$ cat config.mk
export PLATFORM = sky130hd
export DESIGN_NAME = mcu_ctrl
export DESIGN_NICKNAME = d
export VERILOG_FILES = /design/src/rtl/mcu_pkg.sv /design/src/rtl/mcu_ctrl_decode.sv /design/src/rtl/mcu_ctrl.sv
export SDC_FILE = /design/constraint.sdc
export NUM_CORES = 1
export LEC_CHECK = 0
export CAP_MARGIN = 20
export CELL_PAD_IN_SITES_DETAIL_PLACEMENT = 1
export CELL_PAD_IN_SITES_GLOBAL_PLACEMENT = 1
export CORE_MARGIN = 2
export CORE_UTILIZATION = 31
export CTS_BUF_LIST = sky130_fd_sc_hd__clkbuf_4 sky130_fd_sc_hd__clkbuf_8
export CTS_CLUSTER_SIZE = 30
export DETAILED_ROUTE_END_ITERATION = 10
export PLACE_DENSITY_LB_ADDON = 0.1
export SYNTH_ARGS = -nofsm -noshare
export SYNTH_HDL_FRONTEND = slang
export SYNTH_SLANG_ARGS = --single-unit
$ cat constraint.sdc
create_clock -name clk -period 2.6 [get_ports clk]
set_clock_uncertainty 0.1 [all_clocks]
set_input_delay 0.52 -clock clk [delete_from_list [all_inputs] [get_ports clk]]
set_output_delay 0.52 -clock clk [all_outputs]
set_load 0.005 [all_outputs]
$ cat src/rtl/mcu_pkg.sv
// mcu_pkg: shared types and encodings for the 8-bit MCU control unit.
// Contents: opcode enum, FSM state enum, acc_src / alu_op encodings and
// the is_two_byte() helper used by the decoder.
package mcu_pkg;

    typedef enum logic [3:0] {
        OP_NOP = 4'h0,
        OP_LDI = 4'h1,
        OP_LDA = 4'h2,
        OP_STA = 4'h3,
        OP_ADD = 4'h4,
        OP_SUB = 4'h5,
        OP_IN  = 4'h6,
        OP_OUT = 4'h7,
        OP_JMP = 4'h8,
        OP_JZ  = 4'h9,
        OP_HLT = 4'hF
    } opcode_e;

    typedef enum logic [2:0] {
        ST_FETCH   = 3'd0,
        ST_DECODE  = 3'd1,
        ST_OPFETCH = 3'd2,
        ST_EXEC    = 3'd3,
        ST_MEMRD   = 3'd4,
        ST_MEMWR   = 3'd5,
        ST_HALT    = 3'd6
    } state_e;

    localparam logic [1:0] ACC_SRC_MEM = 2'd0;
    localparam logic [1:0] ACC_SRC_IMM = 2'd1;
    localparam logic [1:0] ACC_SRC_ALU = 2'd2;
    localparam logic [1:0] ACC_SRC_IN  = 2'd3;

    localparam logic ALU_ADD = 1'b0;
    localparam logic ALU_SUB = 1'b1;

    // Instructions carrying an operand byte after the opcode byte.
    function automatic logic is_two_byte(input logic [3:0] op);
        logic res;
        case (op)
            OP_LDI, OP_LDA, OP_STA, OP_ADD, OP_SUB, OP_JMP, OP_JZ: res = 1'b1;
            default:                                               res = 1'b0;
        endcase
        return res;
    endfunction

endpackage

$ cat src/rtl/mcu_ctrl_decode.sv
// mcu_ctrl_decode: combinational opcode class decode.
// Ports:
//   op_i        opcode (IR[7:4])
//   two_byte_o  instruction has an operand byte
//   mem_rd_o    instruction reads data memory (LDA/ADD/SUB)
//   mem_wr_o    instruction writes data memory (STA)
//   legal_o     opcode is defined (0x0-0x9, 0xF)
module mcu_ctrl_decode
    import mcu_pkg::*;
(
    input  logic [3:0] op_i,
    output logic       two_byte_o,
    output logic       mem_rd_o,
    output logic       mem_wr_o,
    output logic       legal_o
);

    // Class decode of the opcode field.
    always_comb begin
        two_byte_o = is_two_byte(op_i);
        mem_rd_o   = 1'b0;
        mem_wr_o   = 1'b0;
        legal_o    = 1'b1;
        case (op_i)
            OP_LDA, OP_ADD, OP_SUB: mem_rd_o = 1'b1;
            OP_STA:                 mem_wr_o = 1'b1;
            4'hA, 4'hB, 4'hC, 4'hD, 4'hE: legal_o = 1'b0;
            default: begin
                mem_rd_o = 1'b0;
                mem_wr_o = 1'b0;
            end
        endcase
    end

endmodule

$ cat src/rtl/mcu_ctrl.sv
// mcu_ctrl: multi-cycle sequencer for the 8-bit MCU core.
// Ports:
//   clk, resetb        clock (rising edge), async active-low reset
//   ir_op              current opcode from IR[7:4]
//   zero               ACC==0 flag
//   mem_ack            memory handshake acknowledge
//   mem_req/mem_we     memory request / write enable
//   addr_sel           memory address source: 0=PC, 1=MAR
//   ir_ld, pc_inc, pc_ld, mar_ld, acc_ld, out_ld   datapath strobes
//   acc_src, alu_op    ACC input select / ALU operation
//   retire, halted, illegal   status
// Only the state register is sequential; every output is decoded from the
// state, opcode, zero flag and ack, and is gated by resetb so that nothing
// reaches the datapath while reset is held.
module mcu_ctrl
    import mcu_pkg::*;
(
    input  logic       clk,
    input  logic       resetb,
    input  logic [3:0] ir_op,
    input  logic       zero,
    input  logic       mem_ack,
    output logic       mem_req,
    output logic       mem_we,
    output logic       addr_sel,
    output logic       ir_ld,
    output logic       pc_inc,
    output logic       pc_ld,
    output logic       mar_ld,
    output logic       acc_ld,
    output logic       out_ld,
    output logic [1:0] acc_src,
    output logic       alu_op,
    output logic       retire,
    output logic       halted,
    output logic       illegal
);

    state_e state_q, state_d;

    logic two_byte_s, mem_rd_s, mem_wr_s, legal_s;

    logic       mem_req_s, mem_we_s, addr_sel_s;
    logic       ir_ld_s, pc_inc_s, pc_ld_s, mar_ld_s, acc_ld_s, out_ld_s;
    logic [1:0] acc_src_s;
    logic       alu_op_s, retire_s, halted_s, illegal_s;

    mcu_ctrl_decode u_decode (
        .op_i       (ir_op),
        .two_byte_o (two_byte_s),
        .mem_rd_o   (mem_rd_s),
        .mem_wr_o   (mem_wr_s),
        .legal_o    (legal_s)
    );

    // Next-state and strobe decode.
    always_comb begin
        state_d    = state_q;
        mem_req_s  = 1'b0;
        mem_we_s   = 1'b0;
        addr_sel_s = 1'b0;
        ir_ld_s    = 1'b0;
        pc_inc_s   = 1'b0;
        pc_ld_s    = 1'b0;
        mar_ld_s   = 1'b0;
        acc_ld_s   = 1'b0;
        out_ld_s   = 1'b0;
        acc_src_s  = ACC_SRC_MEM;
        alu_op_s   = ALU_ADD;
        retire_s   = 1'b0;
        halted_s   = 1'b0;
        illegal_s  = 1'b0;
        case (state_q)
            ST_FETCH: begin
                mem_req_s = 1'b1;
                if (mem_ack) begin
                    ir_ld_s  = 1'b1;
                    pc_inc_s = 1'b1;
                    state_d  = ST_DECODE;
                end else begin
                    state_d  = ST_FETCH;
                end
            end
            ST_DECODE: begin
                // HLT retires here; it never visits EXEC.
                illegal_s = ~legal_s;
                if (ir_op == OP_HLT) begin
                    retire_s = 1'b1;
                    state_d  = ST_HALT;
                end else if (two_byte_s) begin
                    state_d  = ST_OPFETCH;
                end else begin
                    state_d  = ST_EXEC;
                end
            end
            ST_OPFETCH: begin
                mem_req_s = 1'b1;
                if (mem_ack) begin
                    mar_ld_s = 1'b1;
                    pc_inc_s = 1'b1;
                    if (mem_rd_s) begin
                        state_d = ST_MEMRD;
                    end else if (mem_wr_s) begin
                        state_d = ST_MEMWR;
                    end else begin
                        state_d = ST_EXEC;
                    end
                end else begin
                    state_d = ST_OPFETCH;
                end
            end
            ST_EXEC: begin
                retire_s = 1'b1;
                state_d  = ST_FETCH;
                case (ir_op)
                    OP_LDI: begin
                        acc_ld_s  = 1'b1;
                        acc_src_s = ACC_SRC_IMM;
                    end
                    OP_IN: begin
                        acc_ld_s  = 1'b1;
                        acc_src_s = ACC_SRC_IN;
                    end
                    OP_OUT: out_ld_s = 1'b1;
                    OP_JMP: pc_ld_s  = 1'b1;
                    OP_JZ:  pc_ld_s  = zero;
                    default: begin
                        acc_ld_s = 1'b0;
                    end
                endcase
            end
            ST_MEMRD: begin
                mem_req_s  = 1'b1;
                addr_sel_s = 1'b1;
                if (mem_ack) begin
                    acc_ld_s = 1'b1;
                    retire_s = 1'b1;
                    state_d  = ST_FETCH;
                    if (ir_op == OP_LDA) begin
                        acc_src_s = ACC_SRC_MEM;
                    end else begin
                        acc_src_s = ACC_SRC_ALU;
                        alu_op_s  = (ir_op == OP_SUB) ? ALU_SUB : ALU_ADD;
                    end
                end else begin
                    state_d = ST_MEMRD;
                end
            end
            ST_MEMWR: begin
                mem_req_s  = 1'b1;
                mem_we_s   = 1'b1;
                addr_sel_s = 1'b1;
                if (mem_ack) begin
                    retire_s = 1'b1;
                    state_d  = ST_FETCH;
                end else begin
                    state_d  = ST_MEMWR;
                end
            end
            ST_HALT: begin
                halted_s = 1'b1;
                state_d  = ST_HALT;
            end
            default: begin
                state_d = ST_FETCH;
            end
        endcase
    end

    // State register.
    always_ff @(posedge clk or negedge resetb) begin
        if (!resetb) begin
            state_q <= ST_FETCH;
        end else begin
            state_q <= state_d;
        end
    end

    // Reset gating: outputs drop immediately when resetb falls mid-access.
    assign mem_req  = resetb & mem_req_s;
    assign mem_we   = resetb & mem_we_s;
    assign addr_sel = resetb & addr_sel_s;
    assign ir_ld    = resetb & ir_ld_s;
    assign pc_inc   = resetb & pc_inc_s;
    assign pc_ld    = resetb & pc_ld_s;
    assign mar_ld   = resetb & mar_ld_s;
    assign acc_ld   = resetb & acc_ld_s;
    assign out_ld   = resetb & out_ld_s;
    assign acc_src  = {2{resetb}} & acc_src_s;
    assign alu_op   = resetb & alu_op_s;
    assign retire   = resetb & retire_s;
    assign halted   = resetb & halted_s;
    assign illegal  = resetb & illegal_s;

endmodule

Word-level counts from Yosys, hierarchy flattened
Index checks and enable logic that the tools add are counted.
{"block": "totals", "register_bits": 3, "output_inout_bits": 15}
{"block": "op_classes", "eq_ne": 21, "muxes": 37, "bitwise_logic": 14, "reduce_logical": 8}
{"cell": "== test 4 bit (second input constant)", "count": 8}
{"cell": "2-to-1 mux 1 bit", "count": 23}
{"cell": "2-to-1 mux 3 bit", "count": 6}
{"cell": "case mux 3 bit (6 select lines)", "count": 1}
{"cell": "== test 4 x 3 -> 1 bit (second input constant)", "count": 4}
{"cell": "bitwise AND 1 bit", "count": 13}
{"cell": "== test 3 bit (second input constant)", "count": 3}
{"cell": "== test 4 x 2 -> 1 bit (second input constant)", "count": 2}
{"cell": "case mux 2 bit (2 select lines)", "count": 2}
{"cell": "OR reduction 7 bit", "count": 1}
{"cell": "== test 3 x 2 -> 1 bit (second input constant)", "count": 2}
{"cell": "OR reduction 2 bit", "count": 3}
{"cell": "OR reduction 5 bit", "count": 1}
{"cell": "== test 4 x 1 -> 1 bit (second input constant)", "count": 1}
{"cell": "2-to-1 mux 2 bit", "count": 2}
{"cell": "case mux 1 bit (2 select lines)", "count": 2}
{"cell": "OR reduction 4 bit", "count": 1}
{"cell": "== test 3 x 1 -> 1 bit (second input constant)", "count": 1}
{"cell": "zero test 3 bit", "count": 1}
{"cell": "case mux 1 bit (3 select lines)", "count": 1}
{"cell": "OR reduction 3 bit", "count": 1}
{"cell": "bitwise AND 2 bit", "count": 1}

Longest topological paths before layout
Gate-level depths: netlist of run 1.
{"block": "logic_depth", "depth_word": 6, "ltp_mapped": 5, "mapped_depth_nobuf": 3}

Modules after synthesis
Synthesis of run 1 repeated with hierarchy kept, for this count alone.
{"block": "hier_totals", "cells_unflattened": 68, "area_unflattened_um2": 460.4}
{"module": "mcu_ctrl", "n_inst": 1, "cells_each": 58, "area_per_inst_um2": 394.1, "seq_area_each_um2": 75.1}
{"module": "mcu_ctrl_decode", "n_inst": 1, "cells_each": 10, "area_per_inst_um2": 66.3, "seq_area_each_um2": 0.0}

Least setup slack after synthesis of run 1
Ideal clock, no wire load.
{"block": "synth_path", "path_kind": "input -> output", "from": "input port ir_op[2]", "to": "output port acc_src[1]", "arrival_time_ns": 1.254, "required_ns": 1.980, "setup_slack_ns": 0.726, "stages": 4, "path_cell_list": "buf_6 -> or4b_4 -> nand2_1 -> nor2_1"}
{"block": "synth_via", "elab_chain_len": 5, "elab_cells_between_ends": 8}
{"element": "from (decl)", "line_no": "mcu_ctrl.sv:20", "text": "input logic [3:0] ir_op,"}
{"element": "== test 4 x 2 -> 1 bit", "line_no": "mcu_ctrl.sv:139", "text": "if (ir_op == OP_LDA) begin"}
{"element": "2-to-1 mux 2 bit", "line_no": "mcu_ctrl.sv:139"}
{"element": "2-to-1 mux 2 bit", "line_no": "mcu_ctrl.sv:135", "text": "if (mem_ack) begin"}
{"element": "case mux 2 bit (2 select lines) (*)", "line_no": "mcu_ctrl.sv:73", "text": "case (state_q)"}
{"element": "bitwise AND 2 bit (*)", "line_no": "mcu_ctrl.sv:189", "text": "assign acc_src = {2{resetb}} & acc_src_s;"}
{"element": "to (decl)", "line_no": "mcu_ctrl.sv:32", "text": "output logic [1:0] acc_src,"}
Every way passes the cells marked *; elsewhere a longest branch is shown, timed or not.

Final worst setup path of run 1
{"block": "layout_path", "from": "input port mem_ack", "to": "output port ir_ld"}
{"block": "layout_via", "elab_chain_len": 3}
{"element": "from (decl)", "line_no": "mcu_ctrl.sv:22", "text": "input logic mem_ack,"}
{"element": "2-to-1 mux 1 bit", "line_no": "mcu_ctrl.sv:76", "text": "if (mem_ack) begin"}
{"element": "2-to-1 mux 1 bit", "line_no": "mcu_ctrl.sv:73"}
{"element": "bitwise AND 1 bit", "line_no": "mcu_ctrl.sv:183", "text": "assign ir_ld = resetb & ir_ld_s;"}
{"element": "to (decl)", "line_no": "mcu_ctrl.sv:26", "text": "output logic ir_ld,"}
Every way passes these cells.

==> results.cfg, run 1 <==
[timing]
setup_violations = 0
tightest_slew_ns = 0.409
maxSlewHeadroom = 0.727
hold_viol_final = 0
maxSlewViolCount = 0
fmax_mhz = 404
holdWs_ns = 0.338
finalSetupTns_ns = 0
fin_crit_ns = 2.47
period_share = 0.951
rsz0062_at_grt = no

[place]
placedCellCount = 123
numPortBuffers = 22
gp_congestion = 0.808
postPlaceCellArea_um2 = 872
post-dp-hpwl_mm = 1.51

[setup_path]
critPathSlowestCell = clkdlybuf4s50_1
max_stage_delay_ns = 0.50
required_ns = 1.98
worstPathCellList = dlygate4sd2_1 -> nor3b_4 -> and2_1 -> nor2b_1 -> clkdlybuf4s50_1
critPathLaunch = mem_ack
worst_setup_path_start_kind = input pin
end_kind = output port
worst_r2r_startpoint = state_q[0]$_DFF_PN0_
crit_fanout = 6
cp.arrival_ns = 1.85
crit_type = in -> out

[floorplanning]
die-width_um = 44.7
start_util = 0.337
ios = 23
die_area_um2 = 2000
die_h_um = 44.7
core-area_um2 = 1520
rows = 14

[clock_tree]
cts.clk_slew.worst_paths_ns = 0.04
numClockSinks = 3
clock_latency_ns = 0.23
cts-buffers-inserted = 3
cts-root-buf = clkbuf_4
htreeDepth = 1
hold_buffers = 0
clock_path_buffers = 2
cts_tree = done

[synth]
synth_warnings = 0
synthesis.area_um2 = 514
ys_ff_latch = 3
yosysSeqAreaShare = 0.146
async_flop_share = 1.00
syn-num-nets = 79
synth_edf_count = 0
syn_avg_cell_area_um2 = 7.24
synth_ff_type = dfrtp_1
synthCells = 71
synth_cell_types = 34

[global_routing]
grt_pass1_vias = 706
grt_pass1_wl_mm = 3.25
grt_start_max_net_pins = 12
globalRouteTotalUtil = 0.225
antenna_found_initial = 0
grt_overflow_total = 0

[cells_and_area]
regMostFlops = state_q
synthToLayoutAreaGrowth_pct = 80.0
diodes = 0
drive_above_1_share = 0.330
post-route-util = 0.608
stdcell_count = 128
layout.nets = 121
final_area_um2 = 926
largest_reg_flops = 3
reg_top3 = state_q: 3 flops

[outcome]
outcome = completed

[min_path]
hold_path_class = in -> async

[detailed_routing]
num_vias = 677
final_antenna_net_count = 0
totalWireLength_mm = 1.98
avgViaCountPerCell = 5.29
wl_per_cell_um = 15.5
firstDrtPassIters = 4
drc = 0
drtIter0Drc = 8

[pwr]
power_density_nw_per_um2 = 603
leakage_uw = 0.000443
ir_drop_mv = 0.274

[flow_run]
max_cap_viol_count = 0
[cell usage after synthesis, drive strengths merged (2+ instances only)]
cell type / number / area share
nand3: 3 / 0.029
xor2: 2 / 0.034
inv: 2 / 0.015
clkbuf: 2 / 0.017
nand2b: 3 / 0.037
nor2b: 4 / 0.049
nand3b: 2 / 0.029
buf: 6 / 0.075
nor2: 7 / 0.051
o21ai: 3 / 0.037
and3b: 2 / 0.034
dfrtp: 3 / 0.15
and2: 2 / 0.024
o211ai: 4 / 0.078
nor3b: 4 / 0.058
nand2: 9 / 0.066
[path summary, 6_finish.rpt]
kind	end	slack [ns]	depth (start not counted)
max	ir_ld	0.13	5
min	state_q[2]$_DFF_PN0_	0.34	2
max reg2reg	state_q[0]$_DFF_PN0_	1.06	4
min reg2reg	state_q[2]$_DFF_PN0_	0.67	2
max in group asynchronous	state_q[0]$_DFF_PN0_	1.96	2
min in group clk	state_q[2]$_DFF_PN0_	0.67	2
[cell usage in the layout (no fill, tap or decap), types with 2 or more instances in the layout]
cell | netlist | layout
buf_4 | 1 | 22
dlygate4sd2_1 | 0 | 11
clkdlybuf4s50_1 | 0 | 10
nand2_1 | 9 | 9
nor2_1 | 7 | 7
nor2b_1 | 4 | 4
clkbuf_4 | 0 | 4
nand3_1 | 3 | 3
nand2b_1 | 3 | 3
dfrtp_1 | 3 | 3
inv_1 | 2 | 2
xor2_1 | 2 | 2
nor3b_1 | 4 | 2
o211ai_1 | 2 | 2
o211ai_2 | 2 | 2
nand3b_1 | 2 | 2
and2_1 | 2 | 2
[layer usage]
layer,routed length (um),GRT usage
met3,76,0.0240
met5,0,0
met1,824,0.255
met4,0,0.0545
met2,1080,0.438
[area by class of cell]
class                      count  area (um^2)
clock buffer                   4         30.0
fill                         193          598
inverter                       2         7.51
multi-input combinational     58          408
sequential                     3         75.1
tap                           16         20.0
timing repair buffer          45          385
[worst max-delay path, delay by kind of cell]
kind / cells / cell delay (ns)
simple gates: 3 / 0.54
buf+inv: 2 / 0.80
[per-stage QoR]
step,total power (uW),setup slack [ns]
finish,558,0.126
global route,601,0.0644
CTS,561,0.0127
detailed placement,452,-0.256
global placement,442,-0.211
floorplan,286,0.726
[cells by family after synthesis]
family	after synthesis	synth area share
AOI/OAI and AO/OA	13	0.217
xor gates and xnor gates	2	0.0341
buffers and inverters	10	0.107
DFF	3	0.146
muxes	1	0.0195
and+or+nand+nor	42	0.477
[where the power goes]
part | internal, uW | leakage, uW | switching, uW | total, uW
clock network | 67.9 | 0.0000184 | 24.4 | 92.3
logic | 195 | 0.000387 | 143 | 338
registers | 67.0 | 0.0000377 | 61.0 | 128
[what timing repair did]
item / in CTS / in global routing
gates cloned: 0 / 0
endpoints found under the setup margin: 13 / 2
setup buffers: 1 / 0
pin swaps: 0 / 0
gates resized for setup: 17 / 2
Note: power is estimated with default switching activity, not from simulation.
==> inputs of run 2 (changes only) <==
--- a/config.mk
+++ b/config.mk
@@ -11,9 +11,11 @@
 export CORE_MARGIN = 2
 export CORE_UTILIZATION = 31
 export CTS_BUF_LIST = sky130_fd_sc_hd__clkbuf_4 sky130_fd_sc_hd__clkbuf_8
+export CTS_CLUSTER_DIAMETER = 80
 export CTS_CLUSTER_SIZE = 30
 export DETAILED_ROUTE_END_ITERATION = 10
 export PLACE_DENSITY_LB_ADDON = 0.1
+export SLEW_MARGIN = 20
 export SYNTH_ARGS = -nofsm -noshare
 export SYNTH_HDL_FRONTEND = slang
 export SYNTH_SLANG_ARGS = --single-unit
==> results of run 2 <==
The final DEF is identical to that of run 1; final timing and power are the same.
